**src/rtl/apb_master_bridge.sv**
```systemverilog
// apb_master_bridge
// Converts a single-outstanding valid/ready request into an APB3 SETUP/ACCESS
// transfer and returns read data / error on a valid/ready response channel.
// A slave that holds PREADY_i low for TIMEOUT ACCESS cycles is aborted with
// an error response.
module apb_master_bridge #(
  parameter int DATA_WIDTH = 32,
  parameter int ADDR_WIDTH = 8,
  parameter int TIMEOUT    = 255
) (
  input  logic                  PCLK_i,
  input  logic                  PRST_i,
  // request channel
  input  logic                  req_valid_i,
  output logic                  req_ready_o,
  input  logic                  req_write_i,
  input  logic [ADDR_WIDTH-1:0] req_addr_i,
  input  logic [DATA_WIDTH-1:0] req_wdata_i,
  // response channel
  output logic                  rsp_valid_o,
  input  logic                  rsp_ready_i,
  output logic [DATA_WIDTH-1:0] rsp_rdata_o,
  output logic                  rsp_err_o,
  // APB master side
  output logic                  PSEL_o,
  output logic                  PENABLE_o,
  output logic                  PWRITE_o,
  output logic [ADDR_WIDTH-1:0] PADDR_o,
  output logic [DATA_WIDTH-1:0] PWDATA_o,
  input  logic [DATA_WIDTH-1:0] PRDATA_i,
  input  logic                  PREADY_i,
  input  logic                  PSLVERR_i
);

  localparam int CNT_W = $clog2(TIMEOUT + 1);

  localparam logic [1:0] IDLE   = 2'd0;
  localparam logic [1:0] SETUP  = 2'd1;
  localparam logic [1:0] ACCESS = 2'd2;
  localparam logic [1:0] RESP   = 2'd3;

  // Count value seen in the last permitted ACCESS cycle with PREADY_i low.
  localparam logic [CNT_W-1:0] CNT_LAST = CNT_W'(TIMEOUT - 1);

  logic [1:0]       state;
  logic [CNT_W-1:0] wait_cnt;

  // Main FSM; every output is a register so the APB side sees glitch-free
  // controls. req_ready_o is registered too, which is why it reads 0 in the
  // cycle that follows a reset edge and rises one cycle later.
  always_ff @(posedge PCLK_i) begin
    if (PRST_i) begin
      state       <= IDLE;
      wait_cnt    <= '0;
      req_ready_o <= 1'b0;
      rsp_valid_o <= 1'b0;
      rsp_rdata_o <= '0;
      rsp_err_o   <= 1'b0;
      PSEL_o      <= 1'b0;
      PENABLE_o   <= 1'b0;
      PWRITE_o    <= 1'b0;
      PADDR_o     <= '0;
      PWDATA_o    <= '0;
    end else begin
      case (state)
        IDLE: begin
          if (req_ready_o && req_valid_i) begin
            PWRITE_o    <= req_write_i;
            PADDR_o     <= req_addr_i;
            PWDATA_o    <= req_wdata_i;
            PSEL_o      <= 1'b1;
            req_ready_o <= 1'b0;
            state       <= SETUP;
          end else begin
            req_ready_o <= 1'b1;
          end
        end

        SETUP: begin
          PENABLE_o <= 1'b1;
          wait_cnt  <= '0;
          state     <= ACCESS;
        end

        ACCESS: begin
          if (PREADY_i) begin
            // Completion takes priority over a timeout in the same cycle.
            rsp_rdata_o <= PWRITE_o ? '0 : PRDATA_i;
            rsp_err_o   <= PSLVERR_i;
            rsp_valid_o <= 1'b1;
            PSEL_o      <= 1'b0;
            PENABLE_o   <= 1'b0;
            state       <= RESP;
          end else if (wait_cnt == CNT_LAST) begin
            rsp_rdata_o <= '0;
            rsp_err_o   <= 1'b1;
            rsp_valid_o <= 1'b1;
            PSEL_o      <= 1'b0;
            PENABLE_o   <= 1'b0;
            state       <= RESP;
          end else begin
            wait_cnt <= wait_cnt + CNT_W'(1);
          end
        end

        RESP: begin
          if (rsp_ready_i) begin
            rsp_valid_o <= 1'b0;
            req_ready_o <= 1'b1;
            state       <= IDLE;
          end
        end

        default: begin
          state <= IDLE;
        end
      endcase
    end
  end

endmodule
```
**config.mk**
```make
export PLATFORM = sky130hd
export DESIGN_NAME = apb_master_bridge
export DESIGN_NICKNAME = d
export VERILOG_FILES = /design/src/rtl/apb_master_bridge.sv
export SDC_FILE = /design/constraint.sdc
export NUM_CORES = 1
export LEC_CHECK = 0
export ABC_AREA = 0
export CELL_PAD_IN_SITES_DETAIL_PLACEMENT = 0
export CELL_PAD_IN_SITES_GLOBAL_PLACEMENT = 1
export CORE_MARGIN = 2
export CORE_UTILIZATION = 30
export DETAILED_ROUTE_END_ITERATION = 12
export PLACE_DENSITY = 0.82
export SKIP_LAST_GASP = 1
export SLEW_MARGIN = 15
export SYNTH_ARGS = -nofsm -noshare
export SYNTH_HDL_FRONTEND = slang
export SYNTH_SLANG_ARGS = --single-unit
```
**constraint.sdc**
```tcl
create_clock -name PCLK_i -period 3.75 [get_ports PCLK_i]
set_input_delay 0.75 -clock PCLK_i [delete_from_list [all_inputs] [get_ports PCLK_i]]
set_output_delay 0.75 -clock PCLK_i [all_outputs]
set_load 0.1 [all_outputs]
```
## Word-level counts from Yosys, hierarchy flattened

Index checks and enable logic that the tools add are counted.
Widths: inputs -> output; s select.

- Register bits: 88
- Input bits: 79
- Output and inout bits: 78
- Word-level logic and storage cells: 60

- Add/subtract/negate cells: 1
- Equality and inequality tests: 9
- Muxes and demuxes: 24
- Reductions and logical operators: 15

Operators with widths:

| cell | number |
|---|---|
| $mux 32 | 3 |
| $mux 8 | 2 |
| $pmux 8 s2 | 1 |
| $reduce_and 3->1 | 4 |
| $reduce_bool 2->1 | 5 |
| $mux 1 | 9 |
| $add 8x1->8 const B | 1 |
| $eq 8x8->1 const B | 1 |
| $mux 2 | 4 |
| $ne 2x2->1 const B | 4 |
| $pmux 1 s2 | 4 |
| $pmux 2 s4 | 1 |
| $reduce_and 2->1 | 4 |
| $eq 2x2->1 const B | 2 |
| $ne 3x3->1 const B | 1 |
| $eq 2x1->1 const B | 1 |
| $logic_not 2->1 | 1 |
| $logic_and 1x1->1 | 1 |

## Depth between registers and ports, before layout

Gate-level depths: netlist (run 1).

- Word-level depth: 4
- Gate-level depth with buffers: 7
- Gate-level depth less buffers: 6

## Worst setup path before layout (run 1)

Ideal clock, no wire load.

- Path type: reg-to-reg
- From: reg req_ready_o
- To: reg PWDATA_o[24]
- Library setup time: 70 ps
- Arrival time: 1856 ps
- Data required time: 3680 ps
- Setup slack: 1823 ps
- Stages on the path, launching flop included: 6
- Buffers on the path: 2
- Period minus slack after synthesis: 1927 ps
- Cell sequence: dfxtp_1 -> and3_1 -> clkbuf_1 -> clkbuf_1 -> nand2_1 -> a21oi_1

- Word-level cells in the longest chain between the ends: 2

RTL lines:

| what | RTL line | source |
|---|---|---|
| start: declaration | 15 | `output logic req_ready_o,` |
| start signal: assignment | 55 | `req_ready_o <= 1'b0;` |
| start signal: assignment | 72 | `req_ready_o <= 1'b0;` |
| start signal: assignment | 75 | `req_ready_o <= 1'b1;` |
| $logic_and 1x1->1 | 67 | `if (req_ready_o && req_valid_i) begin` |
| $reduce_and 2->1 (no source line) | n/a |  |
| end signal: assignment | 70 | `PWDATA_o <= req_wdata_i;` |
| end: declaration | 29 | `output logic [DATA_WIDTH-1:0] PWDATA_o,` |

Every way passes these cells.
A chain may end at the register's enable or synchronous reset.

## Worst setup path in the final report (run 1)

- From: reg req_ready_o
- To: out req_ready_o

No word-level cell between the ends.

==> results of run 1 <==
==> worst register-to-register path: cells and delay by family, from the launching register on <==
family | cells | cell delay (ns)
compound gates | 2 | 0.62
fa+ha+maj | 1 | 0.46
buf+inv | 2 | 0.34
flops | 1 | 0.33
simple gates | 2 | 0.24
==> placed cells by master (no fill, tap or decap), types with 2 or more instances in the layout <==
cell             count
o21ai_0              2
clkbuf_8            10
clkinvlp_4           3
or3_1                2
o221a_2              2
ha_1                 5
clkdlybuf4s50_1    155
a21oi_1             42
nor2b_1              2
nand4_1              3
nor4_1               2
dfxtp_1             88
nand2b_1             3
nor2_1              11
o211ai_1             2
nand2_1             96
inv_1                6
a32o_1               2
buf_4                5
nor3_1               5
nand3_1              3
a31oi_1              5
a22o_1              32
==> where the power goes <==
part / leakage [nW] / switching, mW / internal [mW]
Combinational: 1.02 / 1.13 / 0.397
Sequential: 0.713 / 0.0703 / 1.06
Clock: 0.0822 / 0.346 / 0.263
==> state kept, by name (all words and copies together), names as in the netlist <==
signal       cells
PENABLE_o        1
PADDR_o          8
rsp_err_o        1
PSEL_o           1
state            2
wait_cnt         8
rsp_rdata_o     32
req_ready_o      1
PWDATA_o        32
rsp_valid_o      1
PWRITE_o         1
==> kinds of logic (layout without fill, tap and decap cells) <==
logic type,Yosys count,in the layout,share of synthesized area
AND/OR/NAND/NOR,136,136,0.1803
AO/OA/AOI/OAI,95,95,0.2115
flip-flops,88,88,0.5483
buffers and inverters,29,183,0.03738
adder cells (fa/ha/maj),5,5,0.01947
multiplexers,1,1,0.003115
==> metal layers <==
layer	track usage	routed length, µm	vias up
li1	-	-	1525
met1	0.1723	3706	1395
met2	0.2763	4666	91
met3	0.04843	615	14
met4	0.05586	183	0
met5	0	0	-
==> cell usage after synthesis, types with 2 or more instances <==
library cell,number
nor4_1,2
ha_1,5
a32o_1,2
nor2b_1,2
nand2_1,96
a31oi_1,5
o21ai_0,2
inv_1,6
clkbuf_1,19
nand3_1,4
buf_2,3
or3_1,2
nand4_1,3
nor3_1,6
nor2_1,11
dfxtp_1,88
o221a_2,2
a22o_1,32
a21oi_1,42
nand2b_1,3
o211ai_1,2
==> worst min-delay path by stage <==
stage,startpoint,end,depth (start not counted)
6_report,PWDATA_o[14]$_SDFFE_PP0P_,PWDATA_o[14]$_SDFFE_PP0P_,2
5_1_grt,PWDATA_o[18]$_SDFFE_PP0P_,PWDATA_o[18]$_SDFFE_PP0P_,2
4_1_cts,PADDR_o[5]$_SDFFE_PP0P_,PADDR_o[5]$_SDFFE_PP0P_,2
3_5_place_dp,PADDR_o[5]$_SDFFE_PP0P_,PADDR_o[5]$_SDFFE_PP0P_,2
3_3_place_gp,PWDATA_o[12]$_SDFFE_PP0P_,PWDATA_o[12]$_SDFFE_PP0P_,2
2_1_floorplan,state[1]$_SDFFE_PP0P_,state[1]$_SDFFE_PP0P_,2
==> final cells by class <==
cell class / count / area (µm²)
fillers: 1031 / 5299
multi-input cells: 237 / 1341
well taps: 136 / 170.2
repair buffers: 161 / 1594
flip-flops and latches: 88 / 1762
clock buffers: 11 / 141.4
clock inverters: 5 / 40.04
inverters: 6 / 22.52
==> metrics by stage <==
step	total power, mW	std cells	worst slack, ns	instance area [µm²]	hold slack [ns]
6_report	3.266	644	1.098	5071	0.4573
5_1_grt	3.429	644	1.015	5071	0.4783
4_1_cts	3.309	644	1.069	5071	0.4608
3_5_place_dp	2.692	628	1.406	4890	0.4471
3_3_place_gp	2.678	628	1.465	4890	0.4406
2_1_floorplan	2.285	354	1.823	3213	0.4677
==> summary.md, run 1 <==
| Metric | Value |
|---|---|
| Synth async-reset ratio | `0` |
| Total negative slack | `0 ns` |
| Largest net degree at the start of global routing | `between 40 and 50` |
| Status | `complete, no violations` |
| CP max stage cell | `clkdlybuf4s50_1` |
| Crit. End Element | `output port` |
| Post-synth cell types | `38` |
| H-tree level count | `3` |
| CP Data Arrival Time | `1.90 ns` |
| Detail Placement HPWL | `6.650 mm` |
| PortBufs | `156` |
| Ys flop type | `dfxtp_1` |
| Count of state elements after synthesis | `around 90` |
| Worst-path maximum fanout | `5` |
| Top-area cell type share of the netlist area | `0.5483` |
| Worst setup endpoint | `req_ready_o` |
| First-pass GRT wire length | `14.12 mm` |
| Fin crit period | `about 2.7 ns` |
| Cell Pwr Density | `644.1 nW/µm²` |
| CTS max path bufs | `2` |
| CP peak stage delay | `1.16 ns` |
| Syn Nets | `438` |
| Critical Path RT | `~3 ns` |
| Detailed Route WL | `9.171 mm` |
| Vias in the first global route | `2,994` |
| Max Cap Viol | `0` |
| Synth Cell Area | `3213 µm²` |
| Clk_skew | `0.01348 ns` |
| Post-CTS sizing | `0` |
| CP Buf/Inv Count | `1` |
| I/O pin count | `157` |
| Wire per inst | `approximately 14 µm` |
| Worst slew pin tran | `1.013 ns` |
| Warnings from Yosys | `0` |
| CTS Hold Buffers Added | `0` |
| Die Span Y | `107.5 µm` |
| Final Slew Violations | `0` |
| DIE WIDTH | `107.5 µm` |
| Initial DRC count | `100` |
| Avg Cell Area, Syn | `9.077 µm²` |
| Remaining DRCs | `0` |
| Maximum VDD drop | `282.6 µV` |
| Tcrit/Tclk final | `0.7073` |
| Reg2reg path depth | `7` |
| Vias per cell | `4.697` |
| Top delay family on crit path | `buffers and inverters` |
| EDFF count, synth | `0` |
| CTS root buf | `clkbuf_8` |
| Share of cells above drive strength 1 | `0.05906` |
| Register area share after synthesis | `0.5483` |
| GRT Overall Usage | `0.1549` |
| Crit path from | `req_ready_o$_SDFFE_PP0P_` |
| Hold Violations, Final | `0` |
| Clock Latency Late Sink | `0.35 ns` |
| # diodes | `0` |
| CP cell instances | `clkdlybuf4s50_1` |
| Gate Count Post-Synth | `approximately 350` |
| Final ANT Viol Nets | `0` |
| RSZ-0062 raised after global routing | `false` |
| Synth-to-layout area growth | `57.83%` |
| CP startpoint kind | `flop` |
| Core ar. | `between 10,000 and 15,000 µm²` |
| Clk slew on worst S/H paths | `roughly 0.09 ns` |
| Setup slack, reg-to-reg | `1.65 ns` |
| Top post-synthesis cells by area | `dfxtp_1, nand2_1, a22o_1` |
| Site row count | `37` |
| Core Util, Final | `0.4890` |
| Total die area | `11,550 µm²` |
| F_max | `0.3770 GHz` |
| Pleak | `1.812 nW` |
| Slew HR | `0.3223` |
| CTS tree | `built` |
| R2r endpoint | `rsp_rdata_o[10]$_SDFFE_PP0P_` |
| Critical path depth in cells | `1` |
| GPL Wtd Cong | `0.7858` |
| Hold crit path type | `flop to flop` |
| Setup bufs post-CTS | `0` |
| Nets | `between 500 and 600` |
| Initial antenna violation count | `0` |
| Global route overflow | `0` |
| Setup violators final | `0` |
| Initial Utilization | `0.3098` |
| DRT Pass-1 Iters | `4` |
| Clk sink count | `88` |
| Total CTS buffers | `9` |
| Vias post-DR | `3,025` |
| CP Class | `flop to output port` |
| Largest area contributor in the netlist | `dfxtp_1` |
| Reg-to-Reg Start | `state[0]$_SDFFE_PP0P_` |
Power figures use the tool's default switching activity.
==> run 2, diff against run 1 <==
--- a/config.mk
+++ b/config.mk
@@ -9,9 +9,9 @@
 export CELL_PAD_IN_SITES_DETAIL_PLACEMENT = 0
 export CELL_PAD_IN_SITES_GLOBAL_PLACEMENT = 1
 export CORE_MARGIN = 2
-export CORE_UTILIZATION = 30
+export CORE_UTILIZATION = 29
 export DETAILED_ROUTE_END_ITERATION = 12
-export PLACE_DENSITY = 0.82
+export PLACE_DENSITY = 0.79
 export SKIP_LAST_GASP = 1
 export SLEW_MARGIN = 15
 export SYNTH_ARGS = -nofsm -noshare
==> constraint.sdc (replaced) <==
create_clock -name PCLK_i -period 2.7 [get_ports PCLK_i]
set_input_delay 0.54 -clock PCLK_i [delete_from_list [all_inputs] [get_ports PCLK_i]]
set_output_delay 0.54 -clock PCLK_i [all_outputs]
set_load 0.1 [all_outputs]
==> run 2 against run 1 <==
Net effect: power up 41%; sequential power up 39%; non-clock buffer count up 1; global-route usage down 0.55 points; highest routed layer unchanged; core utilization down 3.4 points; final cell count up 0.78%; register-to-register slack worse by 0.92 ns.
==> summary.md, run 2 (same netlist as run 1, synthesis figures left out) <==
| Metric | Value |
|---|---|
| Status | `complete, no violations` |
| CTS root buf | `clkbuf_8` |
| Setup bufs post-CTS | `0 (unchanged)` |
| Clk sink count | `88 (unchanged)` |
| Tcrit/Tclk final | `0.7296` |
| CTS max path bufs | `2 (unchanged)` |
| Remaining DRCs | `0 (unchanged)` |
| Core Util, Final | `0.4549 (-0.03415)` |
| Critical Path RT | `2.98 ns (-0.02 ns)` |
| Core ar. | `10,840 µm² (+4.5%)` |
| Final ANT Viol Nets | `0 (unchanged)` |
| Setup slack, reg-to-reg | `0.73 ns (-0.92 ns)` |
| Worst slew pin tran | `0.7201 ns (-0.2933 ns)` |
| F_max | `between 0.5 and 0.6 GHz` |
| CP startpoint kind | `flop` |
| CP max stage cell | `ha_1` |
| Nets | `588 (+0.17%)` |
| Crit path from | `state[1]$_SDFFE_PP0P_` |
| Post-CTS sizing | `0 (unchanged)` |
| Commonest non-fill, non-tap cell in the layout | `nand2_1` |
| First-pass GRT wire length | `13.69 mm (-3.1%)` |
| Largest net degree at the start of global routing | `56 (+33%)` |
| Vias post-DR | `2,994 (-1.0%)` |
| Die Span Y | `109.3 µm (+1.6%)` |
| Hold Violations, Final | `0 (unchanged)` |
| I/O pin count | `157 (unchanged)` |
| Global route overflow | `0 (unchanged)` |
| Worst setup endpoint | `wait_cnt[7]$_SDFFE_PP0P_` |
| Placed cell area | `4725 µm² (-3.4%)` |
| H-tree level count | `3 (unchanged)` |
| Biggest regs | `PWDATA_o x32, rsp_rdata_o x32` |
| Clk_skew | `0.008582 ns (-0.004895 ns)` |
| Cell Pwr Density | `933.1 nW/µm² (+45%)` |
| CTS Hold Buffers Added | `0 (unchanged)` |
| CTS tree | `built` |
| DIE WIDTH | `109.3 µm (+1.6%)` |
| Max Cap Viol | `0 (unchanged)` |
| Initial Utilization | `0.2964 (-0.01345)` |
| Reg2reg path depth | `6 (-1)` |
| Maximum VDD drop | `468.9 µV (+66%)` |
| Slew HR | `0.5188 (+0.1965)` |
| Fin crit period | `1.970 ns` |
| Post-route cell area | `4931 µm² (-2.8%)` |
| Clock Latency Late Sink | `0.37 ns (+0.02 ns)` |
| Crit. End Element | `flop` |
| Detail Placement HPWL | `6.500 mm (-2.2%)` |
| Detailed Route WL | `9.027 mm (-1.6%)` |
| Pleak | `1.999 nW (+10%)` |
| Min Hold Slack | `0.4581 ns (+0.0008340 ns)` |
| RSZ-0062 raised after global routing | `false` |
| Initial antenna violation count | `0 (unchanged)` |
| Final Slew Violations | `0 (unchanged)` |
| Total CTS buffers | `9 (unchanged)` |
| Synth-to-layout area growth | `53.47%` |
| Reg-to-Reg Start | `state[1]$_SDFFE_PP0P_` |
| # diodes | `0 (unchanged)` |
| Placed insts | `633 (+0.80%)` |
| CP Data Arrival Time | `2.25 ns (+0.35 ns)` |
| Fill cells | `1,075 (+4.3%)` |
| DRT Pass-1 Iters | `4 (unchanged)` |
| Site row count | `38 (+2.7%)` |
| Wire per inst | `13.91 µm (-2.3%)` |
| Setup violators final | `0 (unchanged)` |
| Total die area | `11,940 µm² (+3.3%)` |
| Worst-path maximum fanout | `9 (+4)` |
| GRT Overall Usage | `0.1494 (-0.005538)` |
| Most frequent cells in the layout | `nand2_1, dfxtp_1, buf_4` |
| Vias per cell | `4.613 (-1.8%)` |
| GPL Wtd Cong | `0.7722 (-1.7%)` |
| Most Frequent Cell on Critical Path | `nor4_1` |
| CP Class | `flop to flop` |
| R2r endpoint | `wait_cnt[7]$_SDFFE_PP0P_` |
| PortBufs | `156 (unchanged)` |
| CP peak stage delay | `0.45 ns (-0.71 ns)` |
| Clk slew on worst S/H paths | `0.09 ns (about the same)` |
| Total negative slack | `0 ns (unchanged)` |
| Share of cells above drive strength 1 | `0.2161 (+0.1571)` |
| Hold crit path type | `flop to flop` |
| Vias in the first global route | `2,750 (-8.1%)` |
| Final Non-Filler Cells | `649 (+0.78%)` |
| Initial DRC count | `197 (+97%)` |
| CP cell instances | `inv_1 > ha_1 > nand2_1 > nor4_1 > a31oi_1 > nor4_1` |
run 2: changes by cell type in the layout (fill, tap and decap cells not counted):
cell,before,now
inv_6,1,0
clkinv_2,0,1
clkdlybuf4s50_1,155,77
clkinv_4,1,3
bufinv_16,0,1
nor2_2,1,0
nor2_4,0,1
buf_4,5,83
clkbuf_1,1,0
buf_12,0,1
clkinvlp_4,3,1
run 2: critical path: cells and delay by family (launching register included):
kind | cells | cell delay, ns
simple gates | 3 | 0.85
compound gates | 1 | 0.14
flops | 1 | 0.39
buf+inv | 1 | 0.06
fa+ha+maj | 1 | 0.45
run 2: stage by stage:
step                setup WS [ns]  total power, mW
finish                     0.7301            4.601
global route               0.5461            4.836
CTS                        0.7116            4.666
detailed placement         0.4102            3.714
global placement          0.03550            3.698
floorplan                  0.7735            3.173
run 2: cell type report:
class,count,area [µm²],area share
clock buffer,10,137.6,0.02791
clock inverter,6,68.82,0.01396
inverter,6,22.52,0.004567
multi-input combinational,237,1346,0.2730
sequential,88,1762,0.3573
tap,140,175.2,0.03552
timing repair buffer,162,1419,0.2877
run 2: worst min-delay path by stage:
stage | startpoint | slack (ns) | cells past startpoint | to
after global routing | PADDR_o[6]$_SDFFE_PP0P_ | 0.48 | 2 | PADDR_o[6]$_SDFFE_PP0P_
after floorplan | state[1]$_SDFFE_PP0P_ | 0.47 | 2 | state[1]$_SDFFE_PP0P_
after global placement | PWDATA_o[21]$_SDFFE_PP0P_ | 0.44 | 2 | PWDATA_o[21]$_SDFFE_PP0P_
after CTS | PADDR_o[6]$_SDFFE_PP0P_ | 0.46 | 2 | PADDR_o[6]$_SDFFE_PP0P_
final | PADDR_o[4]$_SDFFE_PP0P_ | 0.46 | 2 | PADDR_o[4]$_SDFFE_PP0P_
after detailed placement | PADDR_o[6]$_SDFFE_PP0P_ | 0.45 | 2 | PADDR_o[6]$_SDFFE_PP0P_
run 2: report_power, final:
part / internal [mW] / switching (mW)
clock network: 0.456 / 0.483
logic: 0.518 / 1.57
registers: 1.47 / 0.103
run 2: layer usage:
layer / global-route usage / part of all wire / wire, µm / up-vias
met1: 0.1774 / 0.42 / 3766 / 1380
met4: 0.04340 / 0.015 / 133 / 0
met3: 0.06097 / 0.070 / 634 / 10
li1: - / - / - / 1526
met2: 0.2480 / 0.50 / 4493 / 78
met5: 0 / 0 / 0 / -
==> run 3, diff against run 2 <==
--- a/config.mk
+++ b/config.mk
@@ -9,9 +9,9 @@
 export CELL_PAD_IN_SITES_DETAIL_PLACEMENT = 0
 export CELL_PAD_IN_SITES_GLOBAL_PLACEMENT = 1
 export CORE_MARGIN = 2
-export CORE_UTILIZATION = 29
+export CORE_UTILIZATION = 26
 export DETAILED_ROUTE_END_ITERATION = 12
-export PLACE_DENSITY = 0.79
+export PLACE_DENSITY = 0.75
 export SKIP_LAST_GASP = 1
 export SLEW_MARGIN = 15
 export SYNTH_ARGS = -nofsm -noshare
==> constraint.sdc (replaced) <==
create_clock -name PCLK_i -period 1.61 [get_ports PCLK_i]
set_input_delay 0.322 -clock PCLK_i [delete_from_list [all_inputs] [get_ports PCLK_i]]
set_output_delay 0.322 -clock PCLK_i [all_outputs]
set_load 0.1 [all_outputs]
==> run 3 against run 2 <==
Net effect: the run now ends with setup timing left; flip-flop and latch count unchanged; count of clock-buffer cells in the layout fell by 1; final cell count is 9.1% higher; final area grew 31%; wire length grew 14%; core utilization rose by 8.1 points; die area increased by 11%; clock power up 130%; non-clock buffer count grew 31; via count grew 6.1%; critical path depth grew 2.
==> summary.md, run 3 (same netlist as run 1, synthesis figures left out) <==
| Metric | Value |
|---|---|
| Hold crit path type | `primary input to flop` |
| Commonest non-fill, non-tap cell in the layout | `nand2_1` |
| Clock power frac | `0.231 (+0.027)` |
| Met2 Track Usage GR | `0.2510 (+0.002977)` |
| Detail Placement HPWL | `7.299 mm (+12%)` |
| Reg power frac | `0.293 (-0.048)` |
| CTS root buf | `clkbuf_16` |
| H-tree level count | `3 (unchanged)` |
| PortBufs | `156 (unchanged)` |
| Internal | `5.462 mW (+120%)` |
| CP Data Arrival Time | `1.88 ns (-0.37 ns)` |
| Initial Utilization | `0.2664 (-0.03001)` |
| Slack of the critical path | `-0.02760 ns (-0.7577 ns)` |
| Clk sink count | `88 (unchanged)` |
| Max Cap Viol | `0 (unchanged)` |
| Core Util, Final | `0.5362 (+0.08133)` |
| CP startpoint kind | `flop` |
| Placed insts | `684 (+8.1%)` |
| Total die area | `13,260 µm² (+11%)` |
| Maximum VDD drop | `643.5 µV (+37%)` |
| GPL Wtd Cong | `0.8294 (+7.4%)` |
| Site row count | `40 (+5.3%)` |
| Setup violators final | `25 (+25)` |
| Synth-to-layout area growth | `101.3%` |
| Total negative slack | `-0.3525 ns (-0.3525 ns)` |
| RSZ-0062 raised after global routing | `true` |
| Crit. End Element | `flop` |
| Net Switching | `4.023 mW (+86%)` |
| Met3 usage in global routing | `0.05904 (-0.001928)` |
| Pleak | `2.513 nW (+26%)` |
| Clock Latency Late Sink | `0.35 ns (-0.02 ns)` |
| CP cell instances | `inv_2 > ha_4 > nand2_4 > o41ai_4 > buf_4 > nor2_4 > clkbuf_16 > a22o_1` |
| CP peak stage delay | `0.34 ns (-0.11 ns)` |
| F_max | `0.6107 GHz (+20%)` |
| Comb power frac | `0.476 (+0.021)` |
| Critical Path RT | `1.86 ns (-1.12 ns)` |
| Wire per inst | `14.51 µm (+4.3%)` |
| Biggest regs | `PWDATA_o x32, rsp_rdata_o x32` |
| Die Span Y | `115.2 µm (+5.4%)` |
| Final Slew Violations | `0 (unchanged)` |
| Nets | `619 (+5.3%)` |
| Hold Violations, Final | `0 (unchanged)` |
| Vias in the first global route | `3,078 (+12%)` |
| DIE WIDTH | `115.2 µm (+5.4%)` |
| GRT Overall Usage | `0.1547 (+0.005268)` |
| Post-route cell area | `6467 µm² (+31%)` |
| CTS max path bufs | `2 (unchanged)` |
| Cell Pwr Density | `1467 nW/µm² (+57%)` |
| CP Buf/Inv Count | `3 (+2)` |
| I/O pin count | `157 (unchanged)` |
| CP max stage cell | `o41ai_4` |
| Worst-path maximum fanout | `8 (-1)` |
| Top delay family on crit path | `compound AO/OA/AOI/OAI gates` |
| Remaining DRCs | `0 (unchanged)` |
| CTS tree | `built` |
| Top Usage Layer GRT | `met2` |
| Largest net degree at the start of global routing | `33 (-41%)` |
| Final ANT Viol Nets | `0 (unchanged)` |
| Total CTS buffers | `9 (unchanged)` |
| Vias per cell | `4.486 (-2.8%)` |
| Core ar. | `12,060 µm² (+11%)` |
| Failing checks | `setup timing` |
| DRT Pass-1 Iters | `4 (unchanged)` |
| Clk_skew | `0.006737 ns (-0.001845 ns)` |
| Detailed Route WL | `10.27 mm (+14%)` |
| Fill cells | `1,050 (-2.3%)` |
| First-pass GRT wire length | `15.86 mm (+16%)` |
| Slew HR | `0.8089 (+0.2901)` |
| Worst slew pin tran | `0.2851 ns (-0.4349 ns)` |
| Status | `complete, but fails checks` |
| Initial DRC count | `123 (-38%)` |
| CP Class | `flop to flop` |
| Most frequent cells in the layout | `nand2_1, buf_12, dfxtp_1` |
| Initial antenna violation count | `0 (unchanged)` |
| Total power | `9.485 mW (+110%)` |
| Tcrit/Tclk final | `1.017 (+0.2875)` |
| Global route overflow | `0 (unchanged)` |
| Placed cell area | `5956 µm² (+26%)` |
| Sw frac | `0.4242 (-0.04531)` |
| Clk slew on worst S/H paths | `0.07 ns (-0.02 ns)` |
| Share of cells above drive strength 1 | `0.2944 (+0.07833)` |
| # diodes | `0 (unchanged)` |
| Met1 Track Usage GR | `0.1832 (+0.005849)` |
| Fin crit period | `1.638 ns (-0.3323 ns)` |
| Vias post-DR | `3,176 (+6.1%)` |
| Final Non-Filler Cells | `708 (+9.1%)` |
| Setup slack, reg-to-reg | `-0.03 ns (-0.76 ns)` |
[run 3: final timing paths]
path | from | endpoint | cells past startpoint
worst min register to register | PADDR_o[7]$_SDFFE_PP0P_ | PADDR_o[7]$_SDFFE_PP0P_ | 2
worst min-delay path | PRST_i | wait_cnt[6]$_SDFFE_PP0P_ | 2
worst max register to register | wait_cnt[0]$_SDFFE_PP0P_ | rsp_rdata_o[1]$_SDFFE_PP0P_ | 8
worst max-delay path | wait_cnt[0]$_SDFFE_PP0P_ | rsp_rdata_o[1]$_SDFFE_PP0P_ | 8
[run 3: timing repair]
item / CTS / global route
endpoints found under the setup margin: 35 / 50
setup buffers: 2 / 3
resized for setup: 12 / 17
pin swaps: 5 / 40
hold endpoints to repair: 0 / 0
hold buffers: 0 / 0
gates cloned: 1 / 2
[run 3: worst register-to-register path, delay by kind of cell, from the launching register on]
kind | cells | cell delay [ns]
and+or+nand+nor | 2 | 0.12
AOI/OAI and AO/OA | 2 | 0.55
DFF | 1 | 0.33
adders and majority gates | 1 | 0.13
buffers and inverters | 3 | 0.43
[run 3: layout make-up]
cell class	instances	area, µm²	area share
timing repair buffer	193	2731	0.4223
tap	168	210.2	0.03250
inverter	6	22.52	0.003482
multi-input combinational	237	1421	0.2198
sequential	88	1770	0.2737
clock inverter	7	86.33	0.01335
clock buffer	9	225.2	0.03482
[run 3: through the flow]
stage	worst slack [ns]	hold WS [ns]
floorplan	0.003007	0.4475
global placement	-0.1276	0.4788
detailed placement	-0.1528	0.4832
CTS	-0.03167	0.3449
global route	-0.08738	0.3610
finish	-0.02760	0.3437
[run 3: routing by layer]
layer	share of wire	vias up	wire length, µm
met5	0	-	0
met4	0.018	0	188
met3	0.078	13	806
met2	0.49	101	5051
met1	0.41	1468	4225
li1	-	1594	-
[run 3: power by group through the flow]
stage	clock network (mW)	registers [mW]	logic, mW
finish	2.20	2.78	4.51
global route	2.36	2.82	4.71
CTS	2.27	2.78	4.46
detailed placement	0	2.82	4.38
global placement	0	2.80	4.35
floorplan	0	4.54	0.788
